File: config.mk
export PLATFORM = sky130hd
export DESIGN_NAME = mux4x1_rr_arbiter
export DESIGN_NICKNAME = d
export VERILOG_FILES = /design/src/rtl/mux4x1_rr_arbiter.sv
export SDC_FILE = /design/constraint.sdc
export NUM_CORES = 1
export LEC_CHECK = 0
export ABC_CLOCK_PERIOD_IN_PS = 1920
export CORE_MARGIN = 4
export CORE_UTILIZATION = 45
export DETAILED_ROUTE_END_ITERATION = 6
export GPL_TIMING_DRIVEN = 0
export PLACE_DENSITY_LB_ADDON = 0.05
export SETUP_SLACK_MARGIN = 0.1
export SKIP_LAST_GASP = 1
export SLEW_MARGIN = 10
export SYNTH_ARGS = -nofsm -noshare
export SYNTH_HDL_FRONTEND = slang
export SYNTH_SLANG_ARGS = --single-unit
File: constraint.sdc
create_clock -name clk -period 1.92 [get_ports clk]
set_clock_uncertainty 0.1 [all_clocks]
set_input_delay 0.288 -clock clk [delete_from_list [all_inputs] [get_ports clk]]
set_output_delay 0.288 -clock clk [all_outputs]
set_load 0.005 [all_outputs]
File: src/rtl/mux4x1_rr_arbiter.sv
// Round-robin arbiter steering a 4:1 mux: one-hot registered grant, hold-timer fairness cap.
// Optional MUX_ARB_LOCK_EN adds a lock input that lets the current owner keep the grant.
module mux4x1_rr_arbiter #(
    parameter int DW       = 1,
    parameter int MAX_HOLD = 4
) (
    input  logic            clk,
    input  logic            rst,
    input  logic [3:0]      req,
    input  logic [4*DW-1:0] din,
`ifdef MUX_ARB_LOCK_EN
    input  logic            lock,
`endif
    output logic [3:0]      gnt,
    output logic [1:0]      sel,
    output logic [DW-1:0]   y,
    output logic            y_valid,
    output logic            busy
);

    localparam int HW = (MAX_HOLD > 1) ? $clog2(MAX_HOLD) : 1;
    localparam logic [HW-1:0] HOLD_LAST = HW'(MAX_HOLD - 1);

    typedef enum logic {IDLE, GRANT} state_t;

    state_t          state_q, state_d;
    logic [3:0]      gnt_q, gnt_d;
    logic [1:0]      sel_q, sel_d;
    logic [1:0]      ptr_q, ptr_d;
    logic [HW-1:0]   hold_q, hold_d;
    logic            busy_q, busy_d;
    logic [1:0]      pick;
    logic            own_req;
    logic            lock_hold;

    // First asserted request scanning ptr+1, ptr+2, ptr+3, ptr; the smallest offset wins.
    function automatic logic [1:0] rr_pick(input logic [3:0] r, input logic [1:0] p);
        logic [1:0] idx;
        logic [1:0] cand;
        idx = p;
        for (int i = 4; i >= 1; i--) begin
            cand = p + 2'(i);
            if (r[cand]) idx = cand;
        end
        return idx;
    endfunction

    assign pick    = rr_pick(req, ptr_q);
    assign own_req = req[sel_q];

`ifdef MUX_ARB_LOCK_EN
    assign lock_hold = lock & own_req;
`else
    assign lock_hold = 1'b0;
`endif

    always_comb begin
        state_d = state_q;
        gnt_d   = gnt_q;
        sel_d   = sel_q;
        ptr_d   = ptr_q;
        hold_d  = hold_q;
        busy_d  = busy_q;
        case (state_q)
            IDLE: begin
                if (|req) begin
                    state_d = GRANT;
                    gnt_d   = 4'b0001 << pick;
                    sel_d   = pick;
                    ptr_d   = pick;
                    hold_d  = '0;
                    busy_d  = 1'b1;
                end
            end
            GRANT: begin
                if (lock_hold) begin
                    hold_d = hold_q;
                end else if (own_req && (hold_q < HOLD_LAST)) begin
                    hold_d = hold_q + 1'b1;
                end else if (|req) begin
                    // Owner is at ptr, so it is scanned last: another requester wins if present,
                    // otherwise a sole requester whose timer expired is simply re-granted.
                    gnt_d  = 4'b0001 << pick;
                    sel_d  = pick;
                    ptr_d  = pick;
                    hold_d = '0;
                end else begin
                    state_d = IDLE;
                    gnt_d   = 4'b0000;
                    sel_d   = 2'd0;
                    hold_d  = '0;
                    busy_d  = 1'b0;
                end
            end
            default: begin
                state_d = IDLE;
                gnt_d   = 4'b0000;
                sel_d   = 2'd0;
                hold_d  = '0;
                busy_d  = 1'b0;
            end
        endcase
    end

    always_ff @(posedge clk or posedge rst) begin
        if (rst) begin
            state_q <= IDLE;
            gnt_q   <= 4'b0000;
            sel_q   <= 2'd0;
            ptr_q   <= 2'd3;
            hold_q  <= '0;
            busy_q  <= 1'b0;
        end else begin
            state_q <= state_d;
            gnt_q   <= gnt_d;
            sel_q   <= sel_d;
            ptr_q   <= ptr_d;
            hold_q  <= hold_d;
            busy_q  <= busy_d;
        end
    end

    assign gnt     = gnt_q;
    assign sel     = sel_q;
    assign busy    = busy_q;
    assign y_valid = |gnt_q;

    always_comb begin
        y = '0;
        if (y_valid) y = din[sel_q*DW +: DW];
    end

endmodule

==> summary.md, run 1 <==
| Metric | Value |
|---|---|
| Synth Warn # | `0` |
| Synth top area share | `37.7%` |
| Drt total wl | `1630 um` |
| CTS tree | `done` |
| Worst path arrival time | `1460 ps` |
| Critical path cell sequence | `or4_4 -> and2_4 -> buf_6` |
| Worst-Skew Late Latency | `270 ps` |
| Via count | `562` |
| Compound-Gate Fraction of Synth Area | `17.2%` |
| Async S/R FF share, synth | `100%` |
| Crit path max fanout | `2` |
| Synth top area cells | `dfrtp_1, dfstp_2, mux2i_1` |
| Power Dens Cells | `1530 nW/um^2` |
| Total Routing Usage GR | `17.2%` |
| CP Data Required Time | `1530 ps` |
| Least-Margin Pin Slew | `467 ps` |
| Nets | `96` |
| Post-Syn Area per Cell | `11.4 um^2` |
| Setup tns final | `0 ps` |
| Worst hold slack | `223 ps` |
| R2R Setup Slk | `140 ps` |
| Max-Cap Viols | `0` |
| Starting Density | `49.1%` |
| Distinct cells, synth | `33` |
| Final Cell Area | `975 um^2` |
| Area growth, synth to finish | `47.0%` |
| Antenna viol nets, final | `0` |
| Worst VDD drop | `0.942 mV` |
| Power, Total | `0.00149 W` |
| Drt wl/cell | `16.6 um` |
| Final Setup Violations | `0` |
| Xor/xnor share of the synthesized area | `0%` |
| Final hold violations | `0` |
| Setup ws final | `68.1 ps` |
| Internal | `0.000962 W` |
| CTS Sinks | `12` |
| Synth Area in Simple Gates | `19.8%` |
| Global-route wire length before repair | `2530 um` |
| Die height | `46.4 um` |
| Number of synthesized flops with an enable pin | `0` |
| Max clock buf depth | `2` |
| Critical path class | `register to output port` |
| Ant diodes | `0` |
| Final period utilization | `96.5%` |
| Buffers added on ports | `18` |
| Io pins | `19` |
| Fillers | `107` |
| Period minus WS final | `1850 ps` |
| Initial antenna violation count | `0` |
| Fraction of layout cells with a size suffix above 1 | `36.1%` |
| DR vias/cell | `5.73` |
| Core Rows | `13` |
| Area occupied by multi-input gates | `394 um^2` |
| Crit-path leading delay family | `simple AND/OR/NAND/NOR gates` |
| Dpl cell area | `862 um^2` |
| Logic pwr share | `59.6%` |
| Largest family of logic cells by synthesized area | `simple AND/OR/NAND/NOR gates` |
| Mapped Area | `663 um^2` |
| Die W | `46.4 um` |
| Normalized max-slew margin | `68.9%` |
| Worst slack, placed | `-214 ps` |
| Worst path max stage delay | `540 ps` |
| Sequential share of power | `30.1%` |
| Placed wire-length estimate | `1090 um` |
| FMAX | `540 MHz` |
| Sequential area share after synthesis | `45.7%` |
| Leakage | `0.425 nW` |
| Drt first pass iters | `4` |
| Root Driver | `clkbuf_4` |
| CTS H-tree depth | `1` |
| Clock transition at path regs | `70 ps` |
| Total congestion overflow | `0` |
| Reg-to-Reg Start | `hold_q[0]$_DFFE_PP0P_` |
| Final Wtd Congestion | `0.757` |
| Worst Hold Class | `primary input to async pin` |
| Synth Area in Adders | `1.89%` |
| FF+latch area | `304 um^2` |
| Setup crit start kind | `register` |
| Clk pwr share | `10.4%` |
| Critical path's slowest cell | `or4_4` |
| Unrepaired setup endpoints after global routing | `true` |
| Psw | `0.000527 W` |
| CTS Buf Count | `3` |
| DRC Markers | `0` |
| Die Area | `2150 um^2` |
| Area leader, netlist | `dfrtp_1` |
| Crit path buf inv count | `1` |
| Vias in the first global route | `597` |
| Syn_nets | `69` |
| Mapped Cells | `58` |
| Pin count of the biggest net entering global routing | `13` |
| Mux share of post-synthesis cell area | `11.9%` |
| Final-report max-slew violation count | `0` |
| Top FF cell, synth | `dfrtp_1` |
| Initial DRC Count | `6` |
| #FFs+latches synth | `12` |
| Critical path startpoint | `gnt[2]$_DFFE_PP0P_` |
| Outcome | `finished clean` |
| Core ar. | `1350 um^2` |
| Sw Share | `35.4%` |
| CP Capture Type | `output port` |
## worst paths after layout
kind	cells past startpoint	endpoint
setup / recovery	3	y
hold / removal	2	gnt[2]$_DFFE_PP0P_
setup reg to reg	4	ptr_q[1]$_DFFE_PP1P_
hold reg to reg	2	ptr_q[0]$_DFFE_PP1P_
max in group asynchronous	2	ptr_q[0]$_DFFE_PP1P_
min in group clk	2	ptr_q[0]$_DFFE_PP1P_
## routing by layer
| metal | vias to the layer above | part of all wire (%) | GRT usage [%] |
|---|---|---|---|
| li1 | 270 | - | - |
| met1 | 262 | 45 | 23.7 |
| met2 | 22 | 45 | 23.4 |
| met3 | 8 | 6.6 | 5.86 |
| met4 | 0 | 3.3 | 9.09 |
| met5 | - | 0 | 0 |
## power by group through the flow
stage               clock network, W  registers, W  logic [W]
floorplan                          0      0.000443   0.000428
global placement                   0      0.000452   0.000685
detailed placement                 0      0.000457   0.000703
CTS                         0.000151      0.000441   0.000794
global route                0.000170      0.000458   0.000967
finish                      0.000155      0.000447   0.000887
## sequential cells by signal (all words and copies together), names as in the netlist
register	flops
hold_q	2
gnt	4
busy	1
sel	2
ptr_q	2
state_q	1
## cells by family after synthesis
| kind of cell | Yosys count |
|---|---|
| buffers and inverters | 4 |
| AOI/OAI and AO/OA | 14 |
| adders and majority gates | 1 |
| and+or+nand+nor | 21 |
| DFF | 12 |
| muxes | 6 |
## placed cells by master (no fill, tap or decap), types with 3 or more instances in the layout
cell type | Yosys | final
nand2_1 | 3 | 3
dfrtp_1 | 10 | 9
nor3_1 | 3 | 3
buf_4 | 0 | 4
clkbuf_4 | 0 | 3
a21oi_1 | 3 | 3
nor2_1 | 3 | 3
clkdlybuf4s50_1 | 0 | 13
## area by class of cell
cell class	instances	area share, %
timing repair buffer	22	21.7
multi-input combinational	42	40.4
sequential	12	31.2
buffer	2	1.67
inverter	2	0.770
clock buffer	3	2.31
tap	15	1.93
## cell usage after synthesis, types with 2 or more instances
| cell type | n |
|---|---|
| dfrtp_1 | 10 |
| inv_1 | 2 |
| a22o_1 | 2 |
| a32o_1 | 2 |
| nor2_1 | 3 |
| dfstp_2 | 2 |
| nor3_1 | 3 |
| o2bb2ai_1 | 2 |
| mux2i_1 | 3 |
| or2_2 | 2 |
| nand2_1 | 3 |
| a21oi_1 | 3 |
## through the flow
step	std cells	util, %
floorplan	58	-
global placement	91	63.9
detailed placement	91	63.9
CTS	97	67.9
global route	98	72.2
finish	98	72.2
## repair_timing
action	4_1_cts	5_1_grt
hold buffers	0	0
gates resized for setup	12	11
setup endpoints to repair	8	7
pin swaps	2	5
buffers inserted	3	1
Power figures use the tool's default switching activity.
==> run 2: changes to the inputs <==
- CAP_MARGIN: default -> 20
==> results of run 2 <==
Final layout, timing and power as in run 1 (identical DEF).
==> variant, RTL diff (settings of run 2) <==
Build with the macro `MUX_ARB_LOCK_EN` defined.
--- a/src/rtl/mux4x1_rr_arbiter.sv
+++ b/src/rtl/mux4x1_rr_arbiter.sv
@@ -2,2 +2,4 @@
 // Optional MUX_ARB_LOCK_EN adds a lock input that lets the current owner keep the grant.
+`define MUX_ARB_LOCK_EN
+
 module mux4x1_rr_arbiter #(
Ports: changed (added lock); port bits go from 19 to 20. No check against the original RTL was run, so the function may have changed too.
==> variant against run 2 <==
- setup slack got worse by 0.017 ns
- final area increased by 3.0%
- synthesized cell count increased by 6.9%
- synthesized area increased by 7.0%
- sequential cell count unchanged
- total power decreased by 4.9%
- routed wire length decreased by 0.80%
==> variant: results (changes against run 2) <==
stage,metric,value,unit,change
final_layout,Antenna Cells,0,,unchanged
global_routing,initial antenna violation count,0,,unchanged
worst_setup_path,r2r worst-path depth,4,,unchanged
cts,Clock Path Buffers,2,,unchanged
placement,Post-DP Area,920,µm²,+6.7%
logic_synthesis,yosys warns,0,,unchanged
logic_synthesis,ys async rst share,100,%,unchanged
final_layout,nets,103,,+7.3%
power_and_ir_drop,VDD IR max,0.805,mV,-15%
logic_synthesis,Netlist cell types,32,,-3.0%
cts,post-CTS setup buffers,3,,unchanged
global_routing,Global Route Usage Sum,16.4,%,-0.82 points
final_layout,max FFs per register,4,,unchanged
worst_setup_path,"delay-heaviest family, CP",simple AND/OR/NAND/NOR gates,,
cts,TritonCTS buffer count,3,,unchanged
global_routing,Overflow after GRT,0,,unchanged
final_layout,"non-filler cells, final",106,,+8.2%
placement,dpl cells,97,,+6.6%
cts,Worst-Skew Late Latency,0.27,ns,about the same
cts,"CTS clk-pin slew, worst paths",0.08,ns,
global_routing,largest net degree at the start of global routing,13,,unchanged
final_layout,FILL cells,129,,+21%
final_layout,share of cells above drive strength 1,24.4,%,-12 points
timing,Worst Tran Pin Value,0.465,ns,-0.00166 ns
worst_setup_path,R2R Setup Slk,0.22,ns,+0.08 ns
cts,clock root buffer,clkbuf_4,,
worst_setup_path,"Max FO, Critical Path",2,,unchanged
placement,DPL Wire Length,1.15,mm,+5.7%
logic_synthesis,Synth top cells by count,"dfrtp_1, inv_1, nand2b_1",,
power_and_ir_drop,LEAKAGE,0.000469,µW,+10%
worst_setup_path,Reg-to-Reg End,ptr_q[0],,
logic_synthesis,ranking of synthesized cells by area,"dfrtp_1, dfstp_2, mux2i_1",,
worst_hold_path,Worst Hold Class,input pin to asynchronous set/reset pin,,
power_and_ir_drop,Pint,914,µW,-5.0%
logic_synthesis,Mapped Nets,74,,+7.2%
logic_synthesis,Mapped Avg Cell Area,11.4,µm²,about the same
cts,H-Tree Depth,1,,unchanged
placement,gpl congestion,0.766,,+1.3%
logic_synthesis,sequential share of the synthesized area,42.7,%,-3.0 points
global_routing,vias in the first global route,600,,+0.50%
drt,routed vias,605,,+7.7%
timing,Fin Hold WS,0.216,ns,-0.00661 ns
global_routing,first-pass GRT wire length,2.60,mm,+3.0%
worst_setup_path,Critical R2R Launch,sel[1],,
worst_setup_path,critical path's largest stage delay,0.54,ns,about the same
worst_setup_path,Worst Path Arrival,1.48,ns,+0.02 ns
status,status,completed,,
placement,IO Port Bufs,19,,+1
drt,DRT Pass-1 Iters,4,,unchanged
drt,DRT iter0 DRCs,11,,+5
cts,Resized Gates After CTS,7,,-5
drt,drt total wl,1.62,mm,-0.80%
worst_setup_path,Worst path slowest cell,or4_4,,
-- variant: cell count changes in the layout (fill, tap and decap cells not counted), moves of 3 or more --
cell,delta
dlymetal6s2s_1,+3
inv_1,+4
nand2b_1,+4
nor3_1,-3
-- variant: layer usage --
metal  part of all wire, %  global-route usage [%]  up-vias
li1                      -                       -      298
met1                    44                    21.9      272
met2                    42                    24.8       28
met3                    12                    3.76        7
met4                   3.0                    8.06        0
met5                     0                       0        -
-- variant: cells by family after synthesis --
kind of cell | Yosys count | synth area share [%]
compound gates | 21 | 23.1
simple gates | 13 | 14.6
flops | 12 | 42.7
mux | 8 | 14.1
buf+inv | 7 | 3.70
fa+ha+maj | 1 | 1.76
-- variant: cell type report --
type	instances	share of cell area, %
clock buffer	4	2.62
inverter	7	2.62
multi-input combinational	43	39.4
sequential	12	30.3
tap	16	2.00
timing repair buffer	24	23.1
-- variant: how the worst max path moves through the flow --
stage / depth (start not counted) / slack (ns) / from / end
floorplan: 4 / 0.32 / sel[1] / ptr_q[0]
global placement: 4 / -0.20 / din[3] / y
detailed placement: 4 / -0.21 / din[3] / y
CTS: 3 / 0.05 / gnt[1] / y
global route: 3 / 0.02 / gnt[1] / y
finish: 3 / 0.05 / gnt[1] / y
-- variant: through the flow --
| step | worst slack, ns | setup TNS, ns | utilization (%) |
|---|---|---|---|
| after global placement | -0.199 | -1.05 | 61.0 |
| after floorplan | 0.324 | 0 | - |
| after CTS | 0.0530 | 0 | 64.2 |
| final | 0.0512 | 0 | 66.6 |
| after global routing | 0.0151 | 0 | 66.6 |
| after detailed placement | -0.205 | -1.08 | 61.0 |
-- variant: power groups by stage --
stage	logic (µW)	registers [µW]	clock network (µW)
final	790	464	163
after global routing	872	481	177
after CTS	761	459	169
after detailed placement	717	476	0
after global placement	713	471	0
after floorplan	447	459	0
